**config.mk**
```make
export PLATFORM = sky130hd
export DESIGN_NAME = bin2bcd_seq
export DESIGN_NICKNAME = d
export VERILOG_FILES = /design/src/rtl/bcd_pkg.sv /design/src/rtl/bcd_digit_adj.sv /design/src/rtl/bin2bcd_seq.sv
export SDC_FILE = /design/constraint.sdc
export NUM_CORES = 1
export LEC_CHECK = 0
export ABC_AREA = 1
export CORE_ASPECT_RATIO = 0.6
export CORE_MARGIN = 5
export CORE_UTILIZATION = 25
export DETAILED_ROUTE_END_ITERATION = 6
export PLACE_DENSITY_LB_ADDON = 0.2
export SYNTH_ARGS = -nofsm -noshare
export SYNTH_HDL_FRONTEND = slang
export SYNTH_SLANG_ARGS = --single-unit
```
**constraint.sdc**
```tcl
create_clock -name clk -period 1.7 [get_ports clk]
set_clock_uncertainty 0.15 [all_clocks]
set_input_delay 0.425 -clock clk [delete_from_list [all_inputs] [get_ports clk]]
set_output_delay 0.425 -clock clk [all_outputs]
set_load 0.01 [all_outputs]
```
**src/rtl/bcd_pkg.sv**
```systemverilog
// Shared definitions for the sequential binary-to-BCD converter:
// controller state encoding and digit-level constants.
package bcd_pkg;

  // Controller states: waiting for a request, or running shift-add-3 iterations.
  typedef enum logic {
    IDLE  = 1'b0,
    SHIFT = 1'b1
  } state_t;

  // Width of one packed BCD digit.
  localparam int BCD_DIGIT_W = 4;

  // A digit at or above this value gets +3 before doubling, so that the
  // doubling carries correctly into the next decimal digit.
  localparam int ADJ_THRESHOLD = 5;

endpackage

```
**src/rtl/bcd_digit_adj.sv**
```systemverilog
// Single-digit correction for the double-dabble algorithm: adds 3 to a
// BCD digit of 5 or more so the following left shift yields a valid BCD
// digit plus a decimal carry. Purely combinational.
module bcd_digit_adj
  import bcd_pkg::*;
(
  input  logic [BCD_DIGIT_W-1:0] digit,
  output logic [BCD_DIGIT_W-1:0] adjusted
);

  // Add 3 when the digit would reach 10 or more after doubling.
  always_comb begin
    adjusted = digit;
    if (digit >= BCD_DIGIT_W'(ADJ_THRESHOLD)) begin
      adjusted = digit + BCD_DIGIT_W'(3);
    end
  end

endmodule

```
**src/rtl/bin2bcd_seq.sv**
```systemverilog
// Sequential binary-to-BCD converter (shift-add-3, one bit per clock).
// A request accepted in IDLE runs exactly W iterations; results, overflow
// and a one-cycle done pulse appear after the last iteration.
// Optional feature: define BIN2BCD_BLANK_EN to add the leading-zero
// "blank" output, registered together with bcd.
module bin2bcd_seq
  import bcd_pkg::*;
#(
  parameter int W      = 8,
  parameter int DIGITS = 3
) (
  input  logic                          clk,
  input  logic                          rst_n,
  input  logic                          start,
  input  logic [W-1:0]                  bin_in,
  output logic [BCD_DIGIT_W*DIGITS-1:0] bcd,
  output logic                          busy,
  output logic                          done,
  output logic                          overflow
`ifdef BIN2BCD_BLANK_EN
  ,
  output logic [DIGITS-1:0]             blank
`endif
);

  localparam int BW = BCD_DIGIT_W * DIGITS;
  localparam int CW = $clog2(W + 1);

  // Reject illegal configurations while elaborating.
  generate
    if (W < 4 || W > 32 || DIGITS < 1 || DIGITS > 10) begin : g_bad_param
      $error("bin2bcd_seq: W must be 4..32 and DIGITS must be 1..10");
    end
  endgenerate

  state_t          state_reg, state_next;
  logic [W-1:0]    shreg_reg;
  logic [BW-1:0]   acc_reg;
  logic            ovf_track_reg;
  logic [CW-1:0]   cnt_reg;
  logic [BW-1:0]   bcd_reg;
  logic            ovf_reg;
  logic            done_reg;

  logic [BW-1:0]   adj;
  logic [BW-1:0]   acc_shift;
  logic [W-1:0]    shreg_shift;
  logic            carry_out;
  logic            last_iter;

  // One corrector per digit of the accumulator.
  genvar gi;
  generate
    for (gi = 0; gi < DIGITS; gi++) begin : g_adj
      bcd_digit_adj u_adj (
        .digit    (acc_reg[BCD_DIGIT_W*gi +: BCD_DIGIT_W]),
        .adjusted (adj[BCD_DIGIT_W*gi +: BCD_DIGIT_W])
      );
    end
  endgenerate

  // Shift {adjusted accumulator, binary} left by one; the bit leaving the
  // top digit means the value no longer fits in DIGITS decimal digits.
  assign acc_shift   = {adj[BW-2:0], shreg_reg[W-1]};
  assign carry_out   = adj[BW-1];
  assign shreg_shift = {shreg_reg[W-2:0], 1'b0};
  assign last_iter   = (state_reg == SHIFT) && (cnt_reg == CW'(1));

`ifdef BIN2BCD_BLANK_EN
  logic [DIGITS-1:0] blank_reg;
  logic [DIGITS-1:0] blank_next;

  // Digit i is blank when it and every digit above it are zero; the ones
  // digit is always shown.
  assign blank_next[0] = 1'b0;
  generate
    for (gi = 1; gi < DIGITS; gi++) begin : g_blank
      assign blank_next[gi] = (acc_shift[BW-1:BCD_DIGIT_W*gi] == '0);
    end
  endgenerate

  // Register the blank mask alongside the BCD result.
  always_ff @(posedge clk) begin
    if (!rst_n) begin
      blank_reg <= '0;
    end else if (last_iter) begin
      blank_reg <= blank_next;
    end
  end

  assign blank = blank_reg;
`endif

  // State register.
  always_ff @(posedge clk) begin
    if (!rst_n) begin
      state_reg <= IDLE;
    end else begin
      state_reg <= state_next;
    end
  end

  // Next-state logic: accept in IDLE, leave SHIFT after the W-th iteration.
  always_comb begin
    state_next = state_reg;
    case (state_reg)
      IDLE:    if (start)     state_next = SHIFT;
      SHIFT:   if (last_iter) state_next = IDLE;
      default: state_next = IDLE;
    endcase
  end

  // Output decode: busy covers exactly the SHIFT cycles.
  always_comb begin
    busy = (state_reg == SHIFT);
  end

  // Datapath: load on accept, iterate in SHIFT, publish results on the last edge.
  always_ff @(posedge clk) begin
    if (!rst_n) begin
      shreg_reg     <= '0;
      acc_reg       <= '0;
      ovf_track_reg <= 1'b0;
      cnt_reg       <= '0;
      bcd_reg       <= '0;
      ovf_reg       <= 1'b0;
      done_reg      <= 1'b0;
    end else begin
      done_reg <= 1'b0;
      case (state_reg)
        IDLE: begin
          if (start) begin
            shreg_reg     <= bin_in;
            acc_reg       <= '0;
            ovf_track_reg <= 1'b0;
            cnt_reg       <= CW'(W);
          end
        end
        SHIFT: begin
          shreg_reg     <= shreg_shift;
          acc_reg       <= acc_shift;
          ovf_track_reg <= ovf_track_reg | carry_out;
          cnt_reg       <= cnt_reg - CW'(1);
          if (last_iter) begin
            bcd_reg  <= acc_shift;
            ovf_reg  <= ovf_track_reg | carry_out;
            done_reg <= 1'b1;
          end
        end
        default: ;
      endcase
    end
  end

  assign bcd      = bcd_reg;
  assign overflow = ovf_reg;
  assign done     = done_reg;

endmodule

```
* Word-level counts from Yosys, hierarchy flattened
Cells that the tools add are included.
Operators by class: $add $sub $neg 4, order comparisons 3, equality and inequality tests 2, multiplexer cells 15, bitwise logic cells 2, reductions and logical operators 3
Operators with widths (number):
- case mux 12 bit (2 select lines) | 1
- 2-to-1 mux 4 bit | 4
- case mux 8 bit (2 select lines) | 1
- adder 4 x 2 -> 4 bit, second input constant | 3
- >= comparator 4 x 3 -> 1 bit, second input constant | 3
- 2-to-1 mux 12 bit | 1
- 2-to-1 mux 8 bit | 1
- case mux 4 bit (2 select lines) | 1
- == test 4 x 1 -> 1 bit, second input constant | 1
- 2-to-1 mux 1 bit | 4
- case mux 1 bit (2 select lines) | 2
- AND reduction 2 bit | 2
- subtractor 4 x 1 -> 4 bit, second input constant | 1
- inequality test 2 bit, second input constant | 1
- logical AND 1 bit | 1
- NOT 1 bit | 1
- bitwise OR 1 bit | 1
Storage, ports and cells: flip-flop bits (word level) 40, input port bits 11, output and inout bits 15, word-level logic and storage cells 37

* Longest topological paths before layout
word-level depth 4, gate-level depth with buffers 9, gate-level depth less buffers 9

* Cells and area by module
Synthesis repeated with hierarchy kept, for this count alone.
Unflattened totals: cell total of the unflattened synthesis 276, area total of the unflattened synthesis 2035.7 um^2
By module, submodules not included:
- bin2bcd_seq | instances 1, cells an instance 207, area each 1630.3 um^2, seq. area each 800.8 um^2
- bcd_digit_adj | instances 3, cells an instance 23, area each 135.1 um^2, seq. area each 0.0 um^2

* Worst setup path after synthesis
OpenSTA, ideal clock, no wires.
path type flip-flop to flip-flop, start point register acc_reg[4], end point register acc_reg[5], library setup time 132 ps, data arrival time 1067 ps, data required time 1418 ps, setup slack 350 ps, cell stages (with the launch flop) 9, path buffers 0, period minus slack after synthesis 1350 ps, path through dfxtp_1 > inv_1 > ha_1 > inv_1 > nand2_1 > nand3_1 > nand2_1 > nand3_1 > a21oi_1
On the way: cells in the longest elaborated chain, start to end 3, elaborated cells on any way between the ends 4, those cells by class add/sub (1); order compare (1); mux (2)
Ends and longest elaborated chain:
- start, declared | line bin2bcd_seq.sv:38 | logic [BW-1:0] acc_reg;
- start signal, assigned | line bin2bcd_seq.sv:141 | acc_reg <= acc_shift;
- adder 4 x 2 -> 4 bit or >= comparator 4 x 3 -> 1 bit (tied branches) | line bcd_digit_adj.sv:15, bcd_digit_adj.sv:14
- 2-to-1 mux 4 bit * | line bcd_digit_adj.sv:14 | if (digit >= BCD_DIGIT_W'(ADJ_THRESHOLD)) begin
- case mux 12 bit (2 select lines) * | line bin2bcd_seq.sv:130 | case (state_reg)
Every way passes the cells marked *; elsewhere a longest branch is shown, timed or not. A chain may end at the register's enable or synchronous reset.

* Worst setup path after layout
start point register acc_reg[0], end point register acc_reg[2]
The elaborated chain is that of the path after synthesis.

==> summary.md <==
| Metric | Value |
|---|---|
| N_diodes | 0 |
| Post-synth EDFFs | 0 |
| Final Setup Violations | 0 |
| Initial antenna violation count | 0 |
| Commonest non-fill, non-tap cell in the layout | nand2_1 |
| Final WL | 4740 um |
| Worst-Margin Slew | 0.216 ns |
| Crit path launch type | flip-flop |
| Root buf cell | clkbuf_16 |
| Largest net degree at the start of global routing | 27 |
| Clk_lat worst skew | 0.28 ns |
| Max Cap Viol | 0 |
| Detailed-route via count | 1708 |
| CP max stage delay | 0.43 ns |
| Register bit count reported by yosys | 40 |
| Main synth FF type | dfxtp_1 |
| Crit end category | flip-flop |
| Setup ws final | 0.123 ns |
| Clock tree buffer depth | 2 |
| Num CTS Buffers | 5 |
| VDD IR-drop max | 0.368 mV |
| Port buffer count | 25 |
| Setup WS pre-CTS | -0.0334 ns |
| PwrDens | 868 nW/um2 |
| CP max stage cell | dfxtp_1 |
| P_leak | 1.17 nW |
| Synth Area per Inst | 7.24 um2 |
| Hold-fix buffers, CTS | 0 |
| Netlist cell types | 23 |
| P&R area growth vs syn | 31.1% |
| Post-CTS sizing | 15 |
| Worst path top cell family by delay | flip-flops |
| Critical path class | reg2reg |
| Row count | 24 |
| Final Hold Fails | 0 |
| Post-Syn Nets | 278 |
| Drt drc | 0 |
| IO Count | 26 |
| Max frequency | 0.634 GHz |
| Grt total ovfl | 0 |
| Detail Placement HPWL | 3410 um |
| Detail Route Antenna Nets | 0 |
| Critical Path RT | 1.72 ns |
| Via density | 4.28 |
| WP buf/inv | 2 |
| Final RePlAce weighted congestion | 0.820 |
| Final Cycle Share | 0.928 |
| CTS sink count | 40 |
| Number of setup buffers added after CTS | 0 |
| Worst slew margin | 0.856 |
| Synthesized area | 1870 um2 |
| Initial drt markers | 116 |
| Most frequent cells in the layout | 84 x nand2_1, 40 x dfxtp_1, 38 x nand3_1 |
| GR Util All Layers | 0.106 |
| Die Wd | 122 um |
| Ys Warns | 0 |
| Vias in the first global route | 1541 |
| Die Y | 77.1 um |
| Gate Count Post-Synth | 259 |
| Outcome | completed |
| Critical Path AT | 1.59 ns |
| Unrepaired setup endpoints after global routing | false |
| Total die area | 9390 um2 |
| Core Footprint | 7270 um2 |
| Initial core utilization | 0.258 |
| Critical path, cell by cell | inv_1, ha_1, inv_1, nand2_1, nand3_1, nand2_1, nand3_1, a21oi_1 |
| Minimum clock period | 1.58 ns |
| WL/cell | 11.9 um |
| First-pass GRT wire length | 7850 um |
| Nets@finish | 313 |
| Register area share after synthesis | 0.427 |
| CTS H-tree depth | 2 |
| Final Cell Area | 2460 um2 |
| Max-slew violations | 0 |
| Dpl cell area | 2330 um2 |
| CTS tree | yes |
| DRT Pass-1 Iters | 4 |
| Fraction of layout cells with a size suffix above 1 | 0.0915 |
| Hold Path Class | reg2reg |
| Crit Path Max Fanout | 5 |
| Reg clk slew, reported paths | 0.06 ns |
| Post-synth ARST share | 0 |
## cell families (layout without fill, tap and decap cells)
kind of cell | after synthesis | count (layout) | share of synthesized area
buffers and inverters | 38 | 74 | 0.0881
and+or+nand+nor | 138 | 138 | 0.332
AOI/OAI and AO/OA | 35 | 35 | 0.0988
DFF | 40 | 40 | 0.427
adders and majority gates | 8 | 8 | 0.0534
## power by group
| part | total [W] | switching (W) | internal, W |
|---|---|---|---|
| sequential | 0.000978 | 0.0000162 | 0.000961 |
| clock | 0.000961 | 0.000375 | 0.000586 |
| combinational | 0.000195 | 0.000109 | 0.0000854 |
| total | 0.00213 | 0.000500 | 0.00163 |
## final timing paths
check        slack [ns]  depth (start not counted)                 endpoint               startpoint
min reg2reg        0.32                          2  cnt_reg[1]$_SDFFE_PN0P_  cnt_reg[1]$_SDFFE_PN0P_
min                0.32                          2  cnt_reg[1]$_SDFFE_PN0P_  cnt_reg[1]$_SDFFE_PN0P_
max                0.12                          8  acc_reg[2]$_SDFFE_PN0P_  acc_reg[0]$_SDFFE_PN0P_
max reg2reg        0.12                          8  acc_reg[2]$_SDFFE_PN0P_  acc_reg[0]$_SDFFE_PN0P_
## cell type report
class / instances / area [um2]
Tap cell: 104 / 130
Inverter: 28 / 105
Clock buffer: 8 / 146
Timing Repair Buffer: 38 / 367
Sequential cell: 40 / 801
Multi-Input combinational cell: 181 / 908
Fill cell: 814 / 4810
## cells in the mapped netlist (all sizes together), types with 2 or more instances
master   n  area share
a21oi   23       0.061
a22oi    4       0.016
buf      8       0.028
clkbuf   2      0.0040
dfxtp   40        0.43
ha       8       0.053
inv     28       0.056
nand2   84        0.17
nand3   38        0.10
nand4    7       0.031
nor2     4       0.016
nor3     2      0.0053
o21ai    8       0.021
## tightest hold or removal path: stages, from the launching register on
cell and delay, ns:
dfxtp_1 0.31, nand2_1 0.06, a21oi_1 0.05
## metal layers
layer / track usage / vias up / share of wire
li1: - / 920 / -
met4: 0.0268 / 0 / 0.011
met1: 0.170 / 745 / 0.57
met3: 0.0382 / 7 / 0.057
met2: 0.127 / 36 / 0.36
met5: 0 / - / 0
## stage by stage
stage | setup TNS (ns) | instances | utilization | hold slack [ns] | power [W]
3_5_place_dp | -0.125 | 391 | 0.321 | 0.306 | 0.00120
4_1_cts | 0 | 399 | 0.338 | 0.315 | 0.00216
2_1_floorplan | 0 | 259 | - | 0.278 | 0.00111
6_report | 0 | 399 | 0.338 | 0.316 | 0.00213
5_1_grt | 0 | 399 | 0.338 | 0.348 | 0.00223
3_3_place_gp | -0.114 | 391 | 0.321 | 0.297 | 0.00120
No activity file was read; power rests on OpenSTA's default activity.
